### src/rtl/atm_pkg.sv
// atm_pkg: shared types for the multi-account ATM controller.
//   op_e     - request opcodes carried on req_op
//   status_e - response codes carried on resp_status
//   state_e  - controller FSM states
//   req_t    - captured request; field widths are the default port widths,
//              so ACC_W/PIN_W/BAL_W overrides must not exceed them
package atm_pkg;

    localparam int ATM_ACC_W = 12;
    localparam int ATM_PIN_W = 4;
    localparam int ATM_BAL_W = 11;

    typedef enum logic [2:0] {
        OP_LOGIN      = 3'd0,
        OP_BALANCE    = 3'd1,
        OP_WITHDRAW   = 3'd2,
        OP_DEPOSIT    = 3'd3,
        OP_TRANSFER   = 3'd4,
        OP_LOGOUT     = 3'd5,
        OP_CHANGE_PIN = 3'd6,
        OP_RSVD       = 3'd7
    } op_e;

    typedef enum logic [3:0] {
        ST_OK           = 4'd0,
        ST_BAD_ACC      = 4'd1,
        ST_BAD_PIN      = 4'd2,
        ST_LOCKED       = 4'd3,
        ST_NO_SESSION   = 4'd4,
        ST_INSUFFICIENT = 4'd5,
        ST_OVERFLOW     = 4'd6,
        ST_TIMEOUT      = 4'd7,
        ST_BAD_OP       = 4'd8
    } status_e;

    typedef enum logic [2:0] {
        S_IDLE,
        S_SESSION,
        S_EXEC,
        S_EXEC2,
        S_RESP
    } state_e;

    typedef struct packed {
        op_e                  op;
        logic [ATM_ACC_W-1:0] acc;
        logic [ATM_PIN_W-1:0] pin;
        logic [ATM_BAL_W-1:0] amount;
    } req_t;

endpackage

### src/rtl/atm_controller_mc_if.sv
// atm_controller_mc_if: request/response bus of the ATM controller.
//   req_valid/req_ready handshake with req_op, req_acc, req_pin, req_amount;
//   resp_valid one-cycle pulse with resp_status, resp_balance;
//   session_active level.
//   master: request issuer (host); slave: the controller.
interface atm_controller_mc_if #(
    parameter int ACC_W = 12,
    parameter int PIN_W = 4,
    parameter int BAL_W = 11
) ();
    logic             req_valid;
    logic             req_ready;
    logic [2:0]       req_op;
    logic [ACC_W-1:0] req_acc;
    logic [PIN_W-1:0] req_pin;
    logic [BAL_W-1:0] req_amount;
    logic             resp_valid;
    logic [3:0]       resp_status;
    logic [BAL_W-1:0] resp_balance;
    logic             session_active;

    modport master (
        output req_valid, req_op, req_acc, req_pin, req_amount,
        input  req_ready, resp_valid, resp_status, resp_balance, session_active
    );

    modport slave (
        input  req_valid, req_op, req_acc, req_pin, req_amount,
        output req_ready, resp_valid, resp_status, resp_balance, session_active
    );
endinterface

### src/rtl/atm_account_store.sv
// atm_account_store: per-account balance, PIN, failed-try counter and lock.
//   rd_idx -> rd_bal/rd_pin/rd_tries/rd_lock : combinational read port
//   wr_idx + per-field enables                : single write port
//   rst_n (async, active-low) restores balances to INIT_BALANCE,
//   PINs to DEFAULT_PIN ^ index, clears tries and locks.
module atm_account_store #(
    parameter int               NUM_ACCOUNTS = 8,
    parameter int               IDX_W        = 3,
    parameter int               PIN_W        = 4,
    parameter int               BAL_W        = 11,
    parameter int               TRY_W        = 2,
    parameter logic [PIN_W-1:0] DEFAULT_PIN  = 4'b0100,
    parameter int               INIT_BALANCE = 500
) (
    input  logic             clk,
    input  logic             rst_n,
    input  logic [IDX_W-1:0] rd_idx,
    output logic [BAL_W-1:0] rd_bal,
    output logic [PIN_W-1:0] rd_pin,
    output logic [TRY_W-1:0] rd_tries,
    output logic             rd_lock,
    input  logic [IDX_W-1:0] wr_idx,
    input  logic             wr_bal_en,
    input  logic [BAL_W-1:0] wr_bal,
    input  logic             wr_pin_en,
    input  logic [PIN_W-1:0] wr_pin,
    input  logic             wr_try_en,
    input  logic [TRY_W-1:0] wr_try,
    input  logic             wr_lock_set
);
    logic [BAL_W-1:0] bal   [NUM_ACCOUNTS];
    logic [PIN_W-1:0] pin   [NUM_ACCOUNTS];
    logic [TRY_W-1:0] tries [NUM_ACCOUNTS];
    logic             lock  [NUM_ACCOUNTS];

    assign rd_bal   = bal[rd_idx];
    assign rd_pin   = pin[rd_idx];
    assign rd_tries = tries[rd_idx];
    assign rd_lock  = lock[rd_idx];

    always_ff @(posedge clk or negedge rst_n) begin
        if (!rst_n) begin
            for (int unsigned i = 0; i < NUM_ACCOUNTS; i++) begin
                bal[i]   <= BAL_W'(INIT_BALANCE);
                pin[i]   <= DEFAULT_PIN ^ PIN_W'(i);
                tries[i] <= '0;
                lock[i]  <= 1'b0;
            end
        end else begin
            if (wr_bal_en)   bal[wr_idx]   <= wr_bal;
            if (wr_pin_en)   pin[wr_idx]   <= wr_pin;
            if (wr_try_en)   tries[wr_idx] <= wr_try;
            if (wr_lock_set) lock[wr_idx]  <= 1'b1;
        end
    end
endmodule

### src/rtl/atm_controller_mc.sv
// atm_controller_mc: session-based multi-account ATM transaction engine.
//   clk, rst_n (async active-low)
//   bus (slave): valid/ready request in, one-cycle response pulse out,
//                registered session_active.
// Response arrives two cycles after acceptance (three for TRANSFER, whose
// credit is written in a second execute cycle).
module atm_controller_mc
    import atm_pkg::*;
#(
    parameter int               NUM_ACCOUNTS   = 8,
    parameter int               ACC_W          = 12,
    parameter int               ACC_BASE       = 2176,
    parameter int               PIN_W          = 4,
    parameter logic [PIN_W-1:0] DEFAULT_PIN    = 4'b0100,
    parameter int               BAL_W          = 11,
    parameter int               INIT_BALANCE   = 500,
    parameter int               MAX_TRIES      = 3,
    parameter int               TIMEOUT_CYCLES = 64
) (
    input logic                clk,
    input logic                rst_n,
    atm_controller_mc_if.slave bus
);
    localparam int IDX_W = (NUM_ACCOUNTS > 1) ? $clog2(NUM_ACCOUNTS) : 1;
    localparam int TRY_W = $clog2(MAX_TRIES + 1);
    localparam int CNT_W = $clog2(TIMEOUT_CYCLES + 1);
    localparam logic [ACC_W-1:0] BASE = ACC_W'(ACC_BASE);
    localparam logic [ACC_W:0]   NUM  = (ACC_W + 1)'(NUM_ACCOUNTS);

    state_e           state, state_n;
    status_e          status_q, status_n;
    req_t             req_q;
    logic             started;
    logic             sess_open, sess_open_n;
    logic [IDX_W-1:0] sess_idx, sess_idx_n, dest_idx, dest_idx_n;
    logic [BAL_W-1:0] sess_bal, sess_bal_n, bal_q, bal_n, credit_q, credit_n;
    logic [CNT_W-1:0] idle_cnt;

    logic [BAL_W-1:0] rd_bal, wr_bal;
    logic [PIN_W-1:0] rd_pin, wr_pin;
    logic [TRY_W-1:0] rd_tries, wr_try;
    logic             rd_lock, wr_bal_en, wr_pin_en, wr_try_en, wr_lock_set;
    logic [IDX_W-1:0] wr_idx;

    logic [ACC_W-1:0] acc, acc_off;
    logic [IDX_W-1:0] acc_idx;
    logic             acc_ok, accept, timeout_hit;
    logic [BAL_W-1:0] amount;
    logic [PIN_W-1:0] new_pin;
    logic [BAL_W:0]   dep_sum, cr_sum;
    logic [TRY_W-1:0] tries_inc;

    // Request account drives the single read port: the login account or
    // the transfer destination. The session balance is cached locally.
    assign acc       = ACC_W'(req_q.acc);
    assign acc_off   = acc - BASE;
    assign acc_ok    = (acc >= BASE) && ({1'b0, acc_off} < NUM);
    assign acc_idx   = acc_off[IDX_W-1:0];
    assign amount    = BAL_W'(req_q.amount);
    assign new_pin   = PIN_W'(req_q.pin);
    assign dep_sum   = {1'b0, sess_bal} + {1'b0, amount};
    assign cr_sum    = {1'b0, rd_bal} + {1'b0, amount};
    assign tries_inc = rd_tries + TRY_W'(1);

    assign timeout_hit = (state == S_SESSION) && (idle_cnt == CNT_W'(TIMEOUT_CYCLES));
    assign bus.req_ready = started &&
        ((state == S_IDLE) || ((state == S_SESSION) && !timeout_hit));
    assign accept = bus.req_valid && bus.req_ready;

    assign bus.resp_valid     = (state == S_RESP);
    assign bus.resp_status    = (state == S_RESP) ? status_q : 4'd0;
    assign bus.resp_balance   = (state == S_RESP) ? bal_q : '0;
    assign bus.session_active = sess_open;

    atm_account_store #(
        .NUM_ACCOUNTS (NUM_ACCOUNTS),
        .IDX_W        (IDX_W),
        .PIN_W        (PIN_W),
        .BAL_W        (BAL_W),
        .TRY_W        (TRY_W),
        .DEFAULT_PIN  (DEFAULT_PIN),
        .INIT_BALANCE (INIT_BALANCE)
    ) u_store (
        .clk         (clk),
        .rst_n       (rst_n),
        .rd_idx      (acc_idx),
        .rd_bal      (rd_bal),
        .rd_pin      (rd_pin),
        .rd_tries    (rd_tries),
        .rd_lock     (rd_lock),
        .wr_idx      (wr_idx),
        .wr_bal_en   (wr_bal_en),
        .wr_bal      (wr_bal),
        .wr_pin_en   (wr_pin_en),
        .wr_pin      (wr_pin),
        .wr_try_en   (wr_try_en),
        .wr_try      (wr_try),
        .wr_lock_set (wr_lock_set)
    );

    always_ff @(posedge clk or negedge rst_n) begin
        if (!rst_n) begin
            state     <= S_IDLE;
            status_q  <= ST_OK;
            req_q     <= '0;
            started   <= 1'b0;
            sess_open <= 1'b0;
            sess_idx  <= '0;
            sess_bal  <= '0;
            bal_q     <= '0;
            credit_q  <= '0;
            dest_idx  <= '0;
            idle_cnt  <= '0;
        end else begin
            state     <= state_n;
            status_q  <= status_n;
            started   <= 1'b1;
            sess_open <= sess_open_n;
            sess_idx  <= sess_idx_n;
            sess_bal  <= sess_bal_n;
            bal_q     <= bal_n;
            credit_q  <= credit_n;
            dest_idx  <= dest_idx_n;
            if (accept)
                req_q <= '{op: op_e'(bus.req_op), acc: ATM_ACC_W'(bus.req_acc),
                           pin: ATM_PIN_W'(bus.req_pin), amount: ATM_BAL_W'(bus.req_amount)};
            if ((state != S_SESSION) || accept)
                idle_cnt <= '0;
            else if (!timeout_hit)
                idle_cnt <= idle_cnt + CNT_W'(1);
        end
    end

    always_comb begin
        state_n     = state;
        status_n    = status_q;
        bal_n       = bal_q;
        sess_open_n = sess_open;
        sess_idx_n  = sess_idx;
        sess_bal_n  = sess_bal;
        credit_n    = credit_q;
        dest_idx_n  = dest_idx;
        wr_idx      = sess_idx;
        wr_bal_en   = 1'b0;
        wr_bal      = '0;
        wr_pin_en   = 1'b0;
        wr_pin      = '0;
        wr_try_en   = 1'b0;
        wr_try      = '0;
        wr_lock_set = 1'b0;
        case (state)
            S_IDLE, S_SESSION: begin
                if (timeout_hit) begin
                    state_n     = S_RESP;
                    status_n    = ST_TIMEOUT;
                    bal_n       = '0;
                    sess_open_n = 1'b0;
                end else if (accept) begin
                    state_n = S_EXEC;
                end
            end
            S_EXEC: begin
                state_n = S_RESP;
                bal_n   = sess_open ? sess_bal : '0;
                if (req_q.op == OP_RSVD) begin
                    status_n = ST_BAD_OP;
                end else if (req_q.op == OP_LOGIN) begin
                    sess_open_n = 1'b0;
                    bal_n       = '0;
                    if (!acc_ok) begin
                        status_n = ST_BAD_ACC;
                    end else if (rd_lock) begin
                        status_n = ST_LOCKED;
                    end else if (rd_pin != new_pin) begin
                        wr_idx    = acc_idx;
                        wr_try_en = 1'b1;
                        wr_try    = tries_inc;
                        if (tries_inc == TRY_W'(MAX_TRIES)) begin
                            wr_lock_set = 1'b1;
                            status_n    = ST_LOCKED;
                        end else begin
                            status_n = ST_BAD_PIN;
                        end
                    end else begin
                        wr_idx      = acc_idx;
                        wr_try_en   = 1'b1;
                        sess_open_n = 1'b1;
                        sess_idx_n  = acc_idx;
                        sess_bal_n  = rd_bal;
                        bal_n       = rd_bal;
                        status_n    = ST_OK;
                    end
                end else if (!sess_open) begin
                    status_n = ST_NO_SESSION;
                end else begin
                    status_n = ST_OK;
                    case (req_q.op)
                        OP_WITHDRAW: begin
                            if (amount > sess_bal) begin
                                status_n = ST_INSUFFICIENT;
                            end else begin
                                wr_bal_en  = 1'b1;
                                wr_bal     = sess_bal - amount;
                                sess_bal_n = sess_bal - amount;
                                bal_n      = sess_bal - amount;
                            end
                        end
                        OP_DEPOSIT: begin
                            if (dep_sum[BAL_W]) begin
                                status_n = ST_OVERFLOW;
                            end else begin
                                wr_bal_en  = 1'b1;
                                wr_bal     = dep_sum[BAL_W-1:0];
                                sess_bal_n = dep_sum[BAL_W-1:0];
                                bal_n      = dep_sum[BAL_W-1:0];
                            end
                        end
                        OP_TRANSFER: begin
                            // Every check precedes the debit so an error leaves both accounts intact.
                            if (!acc_ok || (acc_idx == sess_idx)) begin
                                status_n = ST_BAD_ACC;
                            end else if (amount > sess_bal) begin
                                status_n = ST_INSUFFICIENT;
                            end else if (cr_sum[BAL_W]) begin
                                status_n = ST_OVERFLOW;
                            end else begin
                                wr_bal_en  = 1'b1;
                                wr_bal     = sess_bal - amount;
                                sess_bal_n = sess_bal - amount;
                                bal_n      = sess_bal - amount;
                                credit_n   = cr_sum[BAL_W-1:0];
                                dest_idx_n = acc_idx;
                                state_n    = S_EXEC2;
                            end
                        end
                        OP_LOGOUT: begin
                            sess_open_n = 1'b0;
                            bal_n       = '0;
                        end
                        OP_CHANGE_PIN: begin
                            wr_pin_en = 1'b1;
                            wr_pin    = new_pin;
                        end
                        default: ;
                    endcase
                end
            end
            S_EXEC2: begin
                wr_idx    = dest_idx;
                wr_bal_en = 1'b1;
                wr_bal    = credit_q;
                state_n   = S_RESP;
            end
            S_RESP:  state_n = sess_open ? S_SESSION : S_IDLE;
            default: state_n = S_IDLE;
        endcase
    end
endmodule

### src/flat_wrapper.sv
// flat-port wrapper written by rule: the top's interface ports become plain ports
module atm_controller_mc_flat import atm_pkg::*;
#(
    parameter int               NUM_ACCOUNTS   = 8,
    parameter int               ACC_W          = 12,
    parameter int               ACC_BASE       = 2176,
    parameter int               PIN_W          = 4,
    parameter logic [PIN_W-1:0] DEFAULT_PIN    = 4'b0100,
    parameter int               BAL_W          = 11,
    parameter int               INIT_BALANCE   = 500,
    parameter int               MAX_TRIES      = 3,
    parameter int               TIMEOUT_CYCLES = 64
)
  (clk, rst_n, bus_req_valid, bus_req_op, bus_req_acc, bus_req_pin, bus_req_amount, bus_req_ready, bus_resp_valid, bus_resp_status, bus_resp_balance, bus_session_active);
  atm_controller_mc_if #(.ACC_W(ACC_W), .PIN_W(PIN_W), .BAL_W(BAL_W)) bus_i ();
  input logic clk;
  input logic rst_n;
  input wire logic [$bits(bus_i.req_valid)-1:0] bus_req_valid;
  input wire logic [$bits(bus_i.req_op)-1:0] bus_req_op;
  input wire logic [$bits(bus_i.req_acc)-1:0] bus_req_acc;
  input wire logic [$bits(bus_i.req_pin)-1:0] bus_req_pin;
  input wire logic [$bits(bus_i.req_amount)-1:0] bus_req_amount;
  output wire logic [$bits(bus_i.req_ready)-1:0] bus_req_ready;
  output wire logic [$bits(bus_i.resp_valid)-1:0] bus_resp_valid;
  output wire logic [$bits(bus_i.resp_status)-1:0] bus_resp_status;
  output wire logic [$bits(bus_i.resp_balance)-1:0] bus_resp_balance;
  output wire logic [$bits(bus_i.session_active)-1:0] bus_session_active;
  assign bus_i.req_valid = bus_req_valid;
  assign bus_i.req_op = bus_req_op;
  assign bus_i.req_acc = bus_req_acc;
  assign bus_i.req_pin = bus_req_pin;
  assign bus_i.req_amount = bus_req_amount;
  assign bus_req_ready = bus_i.req_ready;
  assign bus_resp_valid = bus_i.resp_valid;
  assign bus_resp_status = bus_i.resp_status;
  assign bus_resp_balance = bus_i.resp_balance;
  assign bus_session_active = bus_i.session_active;
  atm_controller_mc #(.NUM_ACCOUNTS(NUM_ACCOUNTS), .ACC_W(ACC_W), .ACC_BASE(ACC_BASE), .PIN_W(PIN_W), .DEFAULT_PIN(DEFAULT_PIN), .BAL_W(BAL_W), .INIT_BALANCE(INIT_BALANCE), .MAX_TRIES(MAX_TRIES), .TIMEOUT_CYCLES(TIMEOUT_CYCLES)) u_core (.clk(clk), .rst_n(rst_n), .bus(bus_i));
endmodule
### config.mk
export PLATFORM = sky130hd
export DESIGN_NAME = atm_controller_mc_flat
export DESIGN_NICKNAME = d
export VERILOG_FILES = /design/src/rtl/atm_pkg.sv /design/src/rtl/atm_controller_mc_if.sv /design/src/rtl/atm_account_store.sv /design/src/rtl/atm_controller_mc.sv /design/src/flat_wrapper.sv
export SDC_FILE = /design/constraint.sdc
export NUM_CORES = 1
export LEC_CHECK = 0
export BUFFER_PORTS_ARGS = -buffer_cell sky130_fd_sc_hd__buf_2
export CAP_MARGIN = 20
export CORE_UTILIZATION = 25
export CTS_CLUSTER_DIAMETER = 30
export DETAILED_ROUTE_END_ITERATION = 16
export PLACE_DENSITY = 0.36
export SYNTH_ARGS = -nofsm -noshare
export SYNTH_HDL_FRONTEND = slang
export SYNTH_SLANG_ARGS = --single-unit
### constraint.sdc
create_clock -name clk -period 8.05 [get_ports clk]
set_input_delay 0.805 -clock clk [delete_from_list [all_inputs] [get_ports clk]]
set_output_delay 0.805 -clock clk [all_outputs]
set_load 0.005 [all_outputs]
; ---- After elaboration in Yosys (flattened, before gate mapping)
; Cells that the tools add are included.
[classes]
add_sub_neg = 6
order_cmp = 6
eq_ne = 27
muxes = 141
bitwise_logic = 10
reduce_logical = 22
[op_table]
columns = operator, count
row1 = 2-to-1 mux 11 bit, 35
row2 = bitwise mux 88 bit, 1
row3 = 2-to-1 mux 4 bit, 17
row4 = one-hot mux 11 bit (3 select lines), 2
row5 = 2-to-1 mux 3 bit, 16
row6 = one-hot mux 11 bit (2 select lines), 2
row7 = one-hot mux 11 bit (4 select lines), 1
row8 = 2-to-1 mux 1 bit, 38
row9 = binary-select mux 11 bit (select 3 bit), 1
row10 = demux 11 bit (select 3 bit), 1
row11 = bitwise mux 32 bit, 1
row12 = adder 11 x 11 -> 12 bit, 2
row13 = 2-to-1 mux 2 bit, 10
row14 = bitwise mux 16 bit, 1
row15 = == test 3 bit (second input constant), 5
row16 = 2-to-1 mux 7 bit, 2
row17 = binary-select mux 4 bit (select 3 bit), 1
row18 = demux 4 bit (select 3 bit), 1
row19 = == test 3 x 2 -> 1 bit (second input constant), 4
row20 = greater-or-equal comparator 12 bit (second input constant), 1
row21 = < comparator 12 x 4 -> 1 bit (second input constant), 1
row22 = one-hot mux 3 bit (4 select lines), 1
row23 = one-hot mux 4 bit (3 select lines), 1
row24 = AND reduction 12 bit, 1
row25 = 39 further kinds, 66
[totals]
regBits = 229
input_bits = 33
wordCells = 258

; ---- Depth between registers and ports, before layout
[logic_depth]
ltp_word = 16
mapped_depth = 17

; ---- Hierarchy
; Synthesis repeated with hierarchy kept, for this count alone.
[hier_totals]
cells_unflattened = 1119
area_unflattened_um2 = 13270.2
[by_module_without_submodules]
columns = module, n_inst, cells_per_inst, area_each_um2, seq_area_each_um2
row1 = atm_account_store, 1, 397, 6850.3, 3678.5
row2 = atm_controller_mc, 1, 722, 6419.9, 2127.0

; ---- Least setup slack after synthesis
; OpenSTA, ideal clock, no wires.
[synth_timing]
path_type = register to register
from = register u_core.req_q, in the netlist u_core.acc[0]
to = register u_core.u_store.bal[14] in the netlist's numbering
setup_ps = 163
t_arrival_ps = 4401
path_slack_ps = 3486
stages_incl_launch_ff = 17
n_path_buf = 5
synth_period_minus_slack_ps = 4564
path_cell_list = dfrtp_1 buf_2 buf_2 buf_2 buf_2 mux4_2 nand2_1 nand2_1 ha_1 a2111oi_0 nand2_1 nor4_1 o221a_2 o21ai_1 a21oi_1 clkbuf_1 a21oi_1
[synth_via]
elab_chain_cells = 16
word_cells_on_any_way = 43
[synth_lines]
columns = item, line
row1 = start: declaration, atm_controller_mc.sv:32  ; req_t req_q;
row2 = start signal: assignment, atm_controller_mc.sv:125  ; req_q <= '{op: op_e'(bus.req_op), acc: ATM_ACC_W'(bus.req_acc),
row3 = branches (longest 16 deep; another with subtractor 12 bit), n/a
row4 = end signal: indexed assignment, atm_account_store.sv:44  ; bal[i] <= BAL_W'(INIT_BALANCE);
row5 = end signal: indexed assignment, atm_account_store.sv:50  ; if (wr_bal_en) bal[wr_idx] <= wr_bal;
row6 = end: declaration, atm_account_store.sv:31  ; logic [BAL_W-1:0] bal [NUM_ACCOUNTS];
; Several ways; the timed one is not identified. The select of a mux whose other input is x is not followed.
; A chain may end at the register's enable or synchronous reset.

; ---- Final worst setup path
[layout_timing]
from = register u_core.req_q, in the netlist u_core.acc[2]
to = register u_core.u_store.bal[24] in the netlist's numbering
; The elaborated chain is that of the path after synthesis.

==> out/qor.txt <==
Run status -> complete, no violations
Reg2Reg Capture Point -> u_core.u_store.bal[24]
Slew @ Worst Pin -> 1.07 ns
Post-Layout Cell Count -> 2012
Top post-synthesis cells by area -> dfrtp_1, dfstp_2, mux4_2, mux2_2, nor2_1
Synth-to-layout area growth -> 27.2%
H-tree depth -> 3
Hold slack -> 0.219 ns
HPWL Detailed -> 27600 µm
Fin. max-slew vios -> 0
Via density -> 4.78
CP dominant cell by count -> nand2_1
Yosys warnings -> 0
R2r setup slk -> 2.53 ns
Pin count of the biggest net entering global routing -> 155
Pwr Density -> 281 nW/µm²
Clock power share -> 61.1%
Vias in the first global route -> 9787
Placed instance count -> 1872
Critical Path RT -> 8.56 ns
Root Buffer -> clkbuf_16
DR iter-0 viols -> 599
Mean Syn Cell Area -> 10.4 µm²
Syn Inst Count -> 1209
Post-synth EDFFs -> 0
Critical path, cell by cell -> inv_1 > nand2_1 > nand2_1 > ha_1 > a2111oi_0 > nand2_1 > nor4_1 > o221a_2 > o21ai_1 > buf_4 > a21oi_2 > mux2_2
Crit path max fanout -> 21
Async SR Flop Fraction -> 100%
Leakage power -> 6.95 nW
Core Region -> 49400 µm²
Wirelength per Cell -> 19.8 µm
Clock tree from TritonCTS -> yes
Synth top area share -> 33.6%
FP Rows -> 81
Layout Utilization -> 32.5%
Achievable Freq -> 0.181 GHz
Post-CTS Setup Inserts -> 0
Final GP Congestion -> 0.842
Drt drc -> 0
Worst Setup Start Kind -> register
Antenna diode count -> 0
I/O pin count -> 51
Via count -> 9615
Switching Share -> 26.2%
Slowest stage cell on the critical path -> dfrtp_1
Post-CTS Resized -> 0
Kind of critical path -> reg2reg
Top cells by count, synth -> dfrtp_1, nor2_1, nand2_1, a21oi_1, mux2_2
WP data arrival -> 6.02 ns
Worst path bufs/invs -> 2
WL final -> 39800 µm
Max Root-Sink Buffers -> 3
Total Routing Usage GR -> 16.1%
Clk Latency, worst-skew pair -> 0.58 ns
Worst setup EP type -> register
Synthesized Nets -> 1282
Drt pass-1 iters -> 7
R2R cell count -> 12
Skew final -> 0.0133 ns
Sequential power share -> 29.0%
ANT nets after route -> 0
Crit-path leading delay family -> compound AO/OA/AOI/OAI gates
Initial Utilization -> 25.5%
Clock transition at the registers of the reported paths -> 0.04 ns
Worst hold path class -> in2async
Setup TNS -> 0 ns
Final Cycle Share -> 68.6%
Cts hold-fix bufs -> 0
IO buf count -> 50
Antenna violations before repair -> 0
Final min period -> 5.52 ns
Largest stage delay on the critical path -> 0.78 ns
Die ar. -> 51300 µm²
Clk sink count -> 229
Comb pwr share -> 9.9%
Final setup vio count -> 0
Yosys top cell by area -> dfrtp_1
Psw -> 1.18 mW
Synthesized cell area -> 12600 µm²
TritonCTS Buffers -> 75
Max IR drop VDD -> 0.000120 V
Final hold vios -> 0
Share of cells above drive strength 1 -> 29.1%
Global-route wire length before repair -> 61400 µm
RSZ-0062 raised after global routing -> no
Die X -> 227 µm
Most numerous cell in the Yosys netlist -> dfrtp_1
Internal power -> 3.32 mW
Remaining Overflow, GRT -> 0
Flip-flop and latch count after synthesis -> 229
Slew Limit Headroom -> 28.7%
Die Height -> 227 µm
Max-cap violations -> 0
Sequential share of the synthesized area -> 46.1%
Nets -> 1359
Crit Reg-Reg Startpoint -> u_core.acc[2]
Distinct cell type count after synthesis -> 83
Top FF cell, synth -> dfrtp_1
worst max path at each step:
stage | cells past startpoint | start | end | slack (ns)
after floorplan | 16 | u_core.acc[0] | u_core.u_store.bal[14] | 3.49
after global placement | 11 | u_core.acc[2] | u_core.u_store.bal[2] | 2.34
after detailed placement | 11 | u_core.acc[2] | u_core.u_store.bal[24] | 2.17
after CTS | 11 | u_core.acc[2] | u_core.u_store.bal[24] | 2.14
after global routing | 12 | u_core.acc[2] | u_core.u_store.bal[24] | 1.96
final | 12 | u_core.acc[2] | u_core.u_store.bal[24] | 2.53
sequential cells by signal, indices dropped and copies added, names as in the netlist, 4 cells and up:
signal                cells
u_core.amount            11
u_core.u_store.pin       32
u_core.u_store.bal       88
u_core.bal_q             11
u_core.new_pin            4
u_core.idle_cnt           7
u_core.u_store.tries     16
u_core.credit_q          11
u_core.status_q           4
u_core.sess_bal          11
u_core.acc               12
u_core.u_store.lock       8
cell type report:
| type | instances | area, µm² |
|---|---|---|
| fillers | 5064 | 33300 |
| multi-input cells | 872 | 6370 |
| flip-flops and latches | 229 | 5810 |
| clock buffers | 119 | 2310 |
| well taps | 664 | 831 |
| repair buffers | 69 | 415 |
| clock inverters | 20 | 149 |
| inverters | 39 | 146 |
placed cells by master (no fill, tap or decap), types with 11 or more instances in the layout:
cell         n
a21o_1      18
a21oi_1     94
a21oi_2     12
a221oi_1    16
a31oi_1     14
and2_1      26
buf_2       49
buf_4       18
clkbuf_1    21
clkbuf_16   78
clkbuf_8    20
clkinv_2    12
dfrtp_1    167
dfstp_2     60
ha_1        37
inv_1       39
mux2_2      71
mux4_2      36
nand2_1    125
nand3_1     22
nor2_1     130
nor3_1      11
o21ai_0     38
o21ai_1     11
xnor2_1     24
xor2_1      14
layer usage:
layer | part of all wire (%) | track usage [%] | vias to the layer above
met4 | 2.0 | 5.99 | 0
li1 | - | - | 4570
met1 | 47 | 21.2 | 4791
met3 | 4.1 | 3.29 | 59
met2 | 47 | 25.8 | 195
met5 | 0 | 0 | -
kinds of logic after synthesis:
| group | share of synthesized area, % |
|---|---|
| adder cells (fa/ha/maj) | 4.15 |
| AO/OA/AOI/OAI | 15.9 |
| multiplexers | 13.7 |
| other | 0.0298 |
| XOR/XNOR | 2.64 |
| AND/OR/NAND/NOR | 14.0 |
| buffers and inverters | 3.53 |
| flip-flops | 46.1 |
through the flow:
stage / setup WS [ns] / area, µm² / total power [mW]
2_1_floorplan: 3.49 / 12600 / 1.59
3_3_place_gp: 2.34 / 13600 / 1.77
3_5_place_dp: 2.17 / 13600 / 1.77
4_1_cts: 2.14 / 16000 / 4.57
5_1_grt: 1.96 / 16000 / 4.68
6_report: 2.53 / 16000 / 4.50
power by group through the flow:
stage	logic, mW	clock network [mW]	registers [mW]
after global placement	0.449	0	1.32
after CTS	0.449	2.81	1.31
after floorplan	0.346	0	1.24
final	0.444	2.75	1.30
after detailed placement	0.447	0	1.32
after global routing	0.490	2.87	1.32
Power figures use the tool's default switching activity.
